$ cat config.mk
export PLATFORM = sky130hd
export DESIGN_NAME = systolic_sequencer
export DESIGN_NICKNAME = d
export VERILOG_FILES = /design/src/rtl/systolic_sequencer.sv
export SDC_FILE = /design/constraint.sdc
export NUM_CORES = 1
export LEC_CHECK = 0
export CAP_MARGIN = 20
export CORE_UTILIZATION = 55
export DETAILED_ROUTE_END_ITERATION = 8
export MAX_ROUTING_LAYER = met4
export PLACE_DENSITY = 0.83
export SKIP_LAST_GASP = 1
export SLEW_MARGIN = 5
export SYNTH_ARGS = -nofsm -noshare
export SYNTH_HDL_FRONTEND = slang
export SYNTH_SLANG_ARGS = --single-unit
export TNS_END_PERCENT = 20
$ cat constraint.sdc
create_clock -name clk_i -period 3.6 [get_ports clk_i]
set_input_delay 0.72 -clock clk_i [delete_from_list [all_inputs] [get_ports clk_i]]
set_output_delay 0.72 -clock clk_i [all_outputs]
set_load 0.1 [all_outputs]
$ cat src/rtl/systolic_sequencer.sv
// Job sequencer for the systolic array: streams operand bytes through a one-entry holding
// register, buffers the result matrix, then steps the results out to the display path.
module systolic_sequencer #(
  parameter int unsigned width_p        = 8,
  parameter int unsigned array_width_p  = 2,
  parameter int unsigned array_height_p = 2,
  parameter int unsigned depth_p        = 2,
  parameter int unsigned timeout_p      = 1024
) (
  input  logic                                             clk_i,
  input  logic                                             reset_n_i,
  input  logic                                             abort_i,
  input  logic                                             in_valid_i,
  input  logic [width_p-1:0]                               in_data_i,
  output logic                                             in_ready_o,
  output logic                                             sa_valid_o,
  output logic [width_p-1:0]                               sa_data_o,
  input  logic                                             sa_ready_i,
  output logic                                             sa_flush_o,
  input  logic                                             sa_valid_i,
  input  logic [width_p-1:0]                               sa_data_i,
  output logic                                             sa_yumi_o,
  input  logic                                             step_i,
  output logic                                             disp_valid_o,
  output logic [width_p-1:0]                               disp_data_o,
  output logic [$clog2(array_height_p*array_width_p)-1:0] disp_idx_o,
  output logic [2:0]                                       state_o,
  output logic                                             done_o,
  output logic                                             error_o
);

  localparam int unsigned NOp  = array_height_p * depth_p + depth_p * array_width_p;
  localparam int unsigned NRes = array_height_p * array_width_p;
  localparam int unsigned IdxW = $clog2(NRes);
  localparam int unsigned CntW = $clog2(NOp + 1);
  localparam int unsigned ResW = $clog2(NRes + 1);
  localparam int unsigned ToW  = $clog2(timeout_p + 1);

  typedef enum logic [2:0] {
    StIdle    = 3'd0,
    StLoad    = 3'd1,
    StCompute = 3'd2,
    StShow    = 3'd3,
    StError   = 3'd4
  } state_e;

  state_e                 state_q, state_d;
  logic [CntW-1:0]        acc_cnt_q, acc_cnt_d, fwd_cnt_q, fwd_cnt_d;
  logic [ResW-1:0]        res_cnt_q, res_cnt_d;
  logic [ToW-1:0]         to_cnt_q, to_cnt_d;
  logic [IdxW-1:0]        disp_idx_q, disp_idx_d;
  logic                   hold_v_q, hold_v_d;
  logic [width_p-1:0]     hold_d_q, hold_d_d;
  logic [NRes-1:0]        buf_v_q, buf_v_d;
  logic [width_p-1:0]     buf_q [NRes];
  logic                   flush_q, flush_d;
  logic                   wr_en;
  logic                   accept, xfer;

  assign in_ready_o = ((state_q == StIdle) || (state_q == StLoad)) &&
                      (acc_cnt_q < CntW'(NOp)) && (!hold_v_q || sa_ready_i);
  assign accept     = in_valid_i & in_ready_o;
  assign xfer       = hold_v_q & sa_ready_i;

  assign sa_valid_o   = hold_v_q;
  assign sa_data_o    = hold_d_q;
  assign sa_flush_o   = flush_q;
  assign disp_valid_o = (state_q == StShow) & buf_v_q[disp_idx_q];
  assign disp_data_o  = (state_q == StShow) ? buf_q[disp_idx_q] : '0;
  assign disp_idx_o   = disp_idx_q;
  assign state_o      = state_q;
  assign error_o      = (state_q == StError);

  always_comb begin
    state_d    = state_q;
    acc_cnt_d  = acc_cnt_q;
    fwd_cnt_d  = fwd_cnt_q;
    res_cnt_d  = res_cnt_q;
    to_cnt_d   = to_cnt_q;
    disp_idx_d = disp_idx_q;
    hold_d_d   = hold_d_q;
    buf_v_d    = buf_v_q;
    flush_d    = 1'b0;
    done_o     = 1'b0;
    sa_yumi_o  = 1'b0;
    wr_en      = 1'b0;

    // Accept and forward may coincide, giving one byte per cycle.
    hold_v_d = accept | (hold_v_q & ~xfer);
    if (accept) begin
      hold_d_d  = in_data_i;
      acc_cnt_d = acc_cnt_q + 1'b1;
    end
    if (xfer) fwd_cnt_d = fwd_cnt_q + 1'b1;

    unique case (state_q)
      StIdle: begin
        if (accept) state_d = StLoad;
      end
      StLoad: begin
        if (xfer && (fwd_cnt_q == CntW'(NOp - 1))) begin
          state_d  = StCompute;
          to_cnt_d = '0;
        end
      end
      StCompute: begin
        sa_yumi_o = sa_valid_i;
        if (sa_valid_i) begin
          wr_en                         = 1'b1;
          buf_v_d[res_cnt_q[IdxW-1:0]] = 1'b1;
          res_cnt_d                     = res_cnt_q + 1'b1;
          to_cnt_d                      = '0;
          if (res_cnt_q == ResW'(NRes - 1)) begin
            state_d    = StShow;
            disp_idx_d = '0;
          end
        end else begin
          to_cnt_d = to_cnt_q + 1'b1;
          if (to_cnt_d == ToW'(timeout_p)) begin
            state_d = StError;
            flush_d = 1'b1;
          end
        end
      end
      StShow: begin
        if (step_i) begin
          if (disp_idx_q == IdxW'(NRes - 1)) begin
            state_d    = StIdle;
            done_o     = 1'b1;
            acc_cnt_d  = '0;
            fwd_cnt_d  = '0;
            res_cnt_d  = '0;
            to_cnt_d   = '0;
            disp_idx_d = '0;
            buf_v_d    = '0;
          end else begin
            disp_idx_d = disp_idx_q + 1'b1;
          end
        end
      end
      StError: ;
      default: state_d = StIdle;
    endcase

    // Abort overrides any accept, result or step in the same cycle.
    if (abort_i) begin
      state_d    = StIdle;
      acc_cnt_d  = '0;
      fwd_cnt_d  = '0;
      res_cnt_d  = '0;
      to_cnt_d   = '0;
      disp_idx_d = '0;
      buf_v_d    = '0;
      hold_v_d   = 1'b0;
      flush_d    = 1'b1;
      done_o     = 1'b0;
      sa_yumi_o  = 1'b0;
      wr_en      = 1'b0;
    end
  end

  always_ff @(posedge clk_i or negedge reset_n_i) begin
    if (!reset_n_i) begin
      state_q    <= StIdle;
      acc_cnt_q  <= '0;
      fwd_cnt_q  <= '0;
      res_cnt_q  <= '0;
      to_cnt_q   <= '0;
      disp_idx_q <= '0;
      hold_v_q   <= 1'b0;
      hold_d_q   <= '0;
      buf_v_q    <= '0;
      flush_q    <= 1'b0;
      buf_q      <= '{default: '0};
    end else begin
      state_q    <= state_d;
      acc_cnt_q  <= acc_cnt_d;
      fwd_cnt_q  <= fwd_cnt_d;
      res_cnt_q  <= res_cnt_d;
      to_cnt_q   <= to_cnt_d;
      disp_idx_q <= disp_idx_d;
      hold_v_q   <= hold_v_d;
      hold_d_q   <= hold_d_d;
      buf_v_q    <= buf_v_d;
      flush_q    <= flush_d;
      if (wr_en) buf_q[res_cnt_q[IdxW-1:0]] <= sa_data_i;
    end
  end

endmodule
==> results by group <==
Run status
  • Outcome: finished, final reports clean

Clocking
  • Clock transition at the register clock pins on the worst setup and hold paths after CTS: roughly 80 ps
  • Clock Root Buffer: clkbuf_8
  • Skew-Pair Late Insertion Delay: approximately 350 ps
  • Number of clock sinks seen by CTS: 73
  • CTS max path bufs: 2
  • TritonCTS Buffers: 9
  • H-Tree Level Count: 3
  • CTS tree: built
  • Post-CTS repair timing setup buffer count: 0
  • Number of resized instances in the post-cts repair step: 0
  • Number of buffers added to fix hold violations after cts: 0

Pwr
  • Worst ir drop on vdd: slightly below 0.6 mV
  • Reported leakage power: 1.990 nW
  • Total power of the final layout: 0.003060 W
  • Power per standard cell area: about 690 mW/mm²

Critical path
  • Worst path max stage delay: 630 ps
  • Arrival time at the worst endpoint: around 2300 ps
  • Startpoint types: flop
  • Largest fanout of any net on the critical path: 12
  • Cells traversed along the worst timing path: nor2b_1 -> nand2_1 -> nor3_4 -> buf_12
  • Cell with the largest stage delay on the worst path: nor2b_1
  • Class of the most critical setup path: reg -> out
  • Critical Path End Type: primary output
  • Required @ worst endpoint: between 2000 and 3000 ps
  • Kind of cell adding the most delay to the critical path: simple AND/OR/NAND/NOR gates
  • Bufs and invs on worst path: 1

Drt
  • Via count: between 2000 and 3000
  • Post-detailed-route via-to-cell ratio: roughly 6
  • Detail Route Antenna Nets: 0
  • Detailed-route DRC error count: 0
  • Drt first-iter violations: about 220
  • Total wire length after detailed routing: about 7.6 mm
  • Number of detailed-route iterations in the first pass: 4
  • Avg WL per Cell: 17.08 µm

Timing
  • Worst Max-Slew Pin Slew: 976.7 ps
  • Tcrit/Tclk final: 0.8499
  • Clock Skew: between 10 and 15 ps
  • Setup_tns: 0 ps
  • Final-report hold violation count: 0
  • Highest clock frequency the design can meet: approximately 330 MHz
  • Worst slew margin: 0.3468
  • Setup repair after global routing missed its margin: false
  • Final number of setup-violating endpoints: 0
  • Final Max Tran Viols: 0
  • Setup slack of the critical path after layout: between 500 and 600 ps
  • Time the worst path needs with I/O delays and setup: a little over 3000 ps

Die
  • Cell row count: 29
  • Die area: just under 0.007 mm²
  • Die H: 82.97 µm
  • Die Span X: between 80 and 90 µm
  • Initial Util: 0.5679
  • I/O pin count: between 50 and 60
  • Core Box Area: between 0.006 and 0.007 mm²

Synthesis
  • Cell area after synthesis: roughly 0.0036 mm²
  • Post-synthesis xor/xnor area fraction: 0.01943
  • Top flip-flop cell by instance count after synthesis: dfrtp_1
  • Synth Area in Simple Gates: 0.1464
  • Fraction of registers with async set or reset after synthesis: 1.000
  • Average instance area after synthesis: about 12 µm²
  • Post-synthesis share of cell area spent on full adders, half adders and majority gates: 0.03123
  • Number of instances in the synthesized netlist: around 310
  • Fraction of the mapped netlist area in compound gates: 0.08570
  • Count of unique library cells instantiated by Yosys: between 40 and 50
  • Mux contribution to synthesized area: 0.1895
  • EDFF count, synth: 0
  • Flip-flop and latch count after synthesis: 73
  • Yosys warning total: 0
  • Dominant combinational cell family by area after synthesis: multiplexers
  • Post-synth net total: about 350
  • Sequential cell area fraction in the yosys report: 0.5066

Cells and area
  • Most frequent cells in the layout: dfrtp_1, mux2_2, clkdlybuf4s50_1
  • Share of final-layout standard cells stronger than drive strength 1: 0.2670
  • Utilization after layout: 0.6936
  • Number of fill cells in the layout: ~470
  • Area growth from synthesis to layout: 22.14%
  • Final nets: slightly below 400
  • Most common cell after layout, fill and taps aside: dfrtp_1
  • Antenna diodes: 0

Worst hold path
  • HP Class: in -> async

Global route
  • Number of global-route vias before repair: ~2600
  • Global-route total usage across every layer: 0.2441
  • First-pass GRT wire length: between 10 and 15 mm
  • Number of antenna violations at the first check in global routing: 0
  • Congestion Overflow GR: 0
  • Pin count of the biggest net entering global routing: 39

Place
  • Count of buffers inserted at the top-level ports: 50
  • Global placement routability congestion: 0.8655
  • Estimated wirelength of the detail-placed design: between 5 and 6 mm
  • Post-placement setup slack: ~640 ps

Run
  • Number of max-cap violations: 0
==> power breakdown <==
| group | switching [W] | internal (W) |
|---|---|---|
| Clock | 0.000306 | 0.000404 |
| Combinational | 0.000795 | 0.000414 |
| Sequential | 0.000153 | 0.000989 |
| Total | 0.00125 | 0.00181 |
==> synth_stat cells, drive strengths merged, types with 3 or more instances <==
cell    instances  area share
a21oi          12       0.017
and3           10       0.017
buf             5      0.0066
clkbuf         10       0.010
dfrtp          73        0.51
ha              9       0.031
inv             4      0.0042
mux2           40        0.12
mux2i           3      0.0083
mux4            9       0.056
nand2          21       0.022
nand3          10       0.014
nand4           4      0.0087
nor2           30       0.031
nor2b           5      0.0087
nor3            4      0.0069
nor4            5       0.010
o21ai          20       0.028
xnor2           4      0.0097
xor2            4      0.0097
==> sequential cells by signal, indices dropped and copies added (netlist names), 2 cells and up <==
signal	cells
disp_idx_o	2
res_cnt_q	3
to_cnt_q	11
fwd_cnt_q	4
state_o	3
buf_v_q	4
sa_data_o	8
acc_cnt_q	4
buf_q	32
==> layout make-up <==
type                    instances  area (µm²)  share of cell area
clock buffers                  10       137.6             0.03125
well taps                      77       96.34             0.02188
repair buffers                 54       515.5              0.1170
flip-flops and latches         73        1827              0.4148
clock inverters                 5       80.08             0.01818
inverters                       4       15.01            0.003409
multi-input cells             221        1733              0.3935
==> cells by family (layout without fill, tap and decap cells) <==
family / Yosys count / count (layout)
AOI/OAI and AO/OA: 50 / 50
xor gates and xnor gates: 8 / 8
adders and majority gates: 9 / 9
buffers and inverters: 19 / 73
DFF: 73 / 73
muxes: 52 / 52
and+or+nand+nor: 102 / 102
==> through the flow <==
| stage | hold WS, ps | cells | cell area [µm²] |
|---|---|---|---|
| global placement | 477.2 | 428 | 4182 |
| CTS | 489.8 | 443 | 4399 |
| global route | 527.7 | 444 | 4404 |
| finish | 474.6 | 444 | 4404 |
| detailed placement | 490.1 | 428 | 4182 |
| floorplan | 424.4 | 313 | 3630 |
==> per-layer routing <==
layer / GRT usage / routed length [µm] / up-vias
met5: - / 0 / -
met4: 0.09404 / 119 / 0
met3: 0.04374 / 333 / 13
met2: 0.3681 / 3737 / 74
met1: 0.3324 / 3393 / 1330
li1: - / - / 1236
==> worst paths after layout <==
path / end / slack, ps / start / cells after the start
min in group clk_i: buf_q[8] / 510 / buf_q[8] / 1
worst min-delay path: to_cnt_q[7] / 470 / reset_n_i / 1
max in group asynchronous: buf_v_q[3] / 2450 / reset_n_i / 2
worst max register to register: acc_cnt_q[2] / 990 / state_o[1] / 4
worst min register to register: buf_q[8] / 510 / buf_q[8] / 1
worst max-delay path: done_o / 540 / state_o[1] / 4
(Power assumes the default switching activity.)
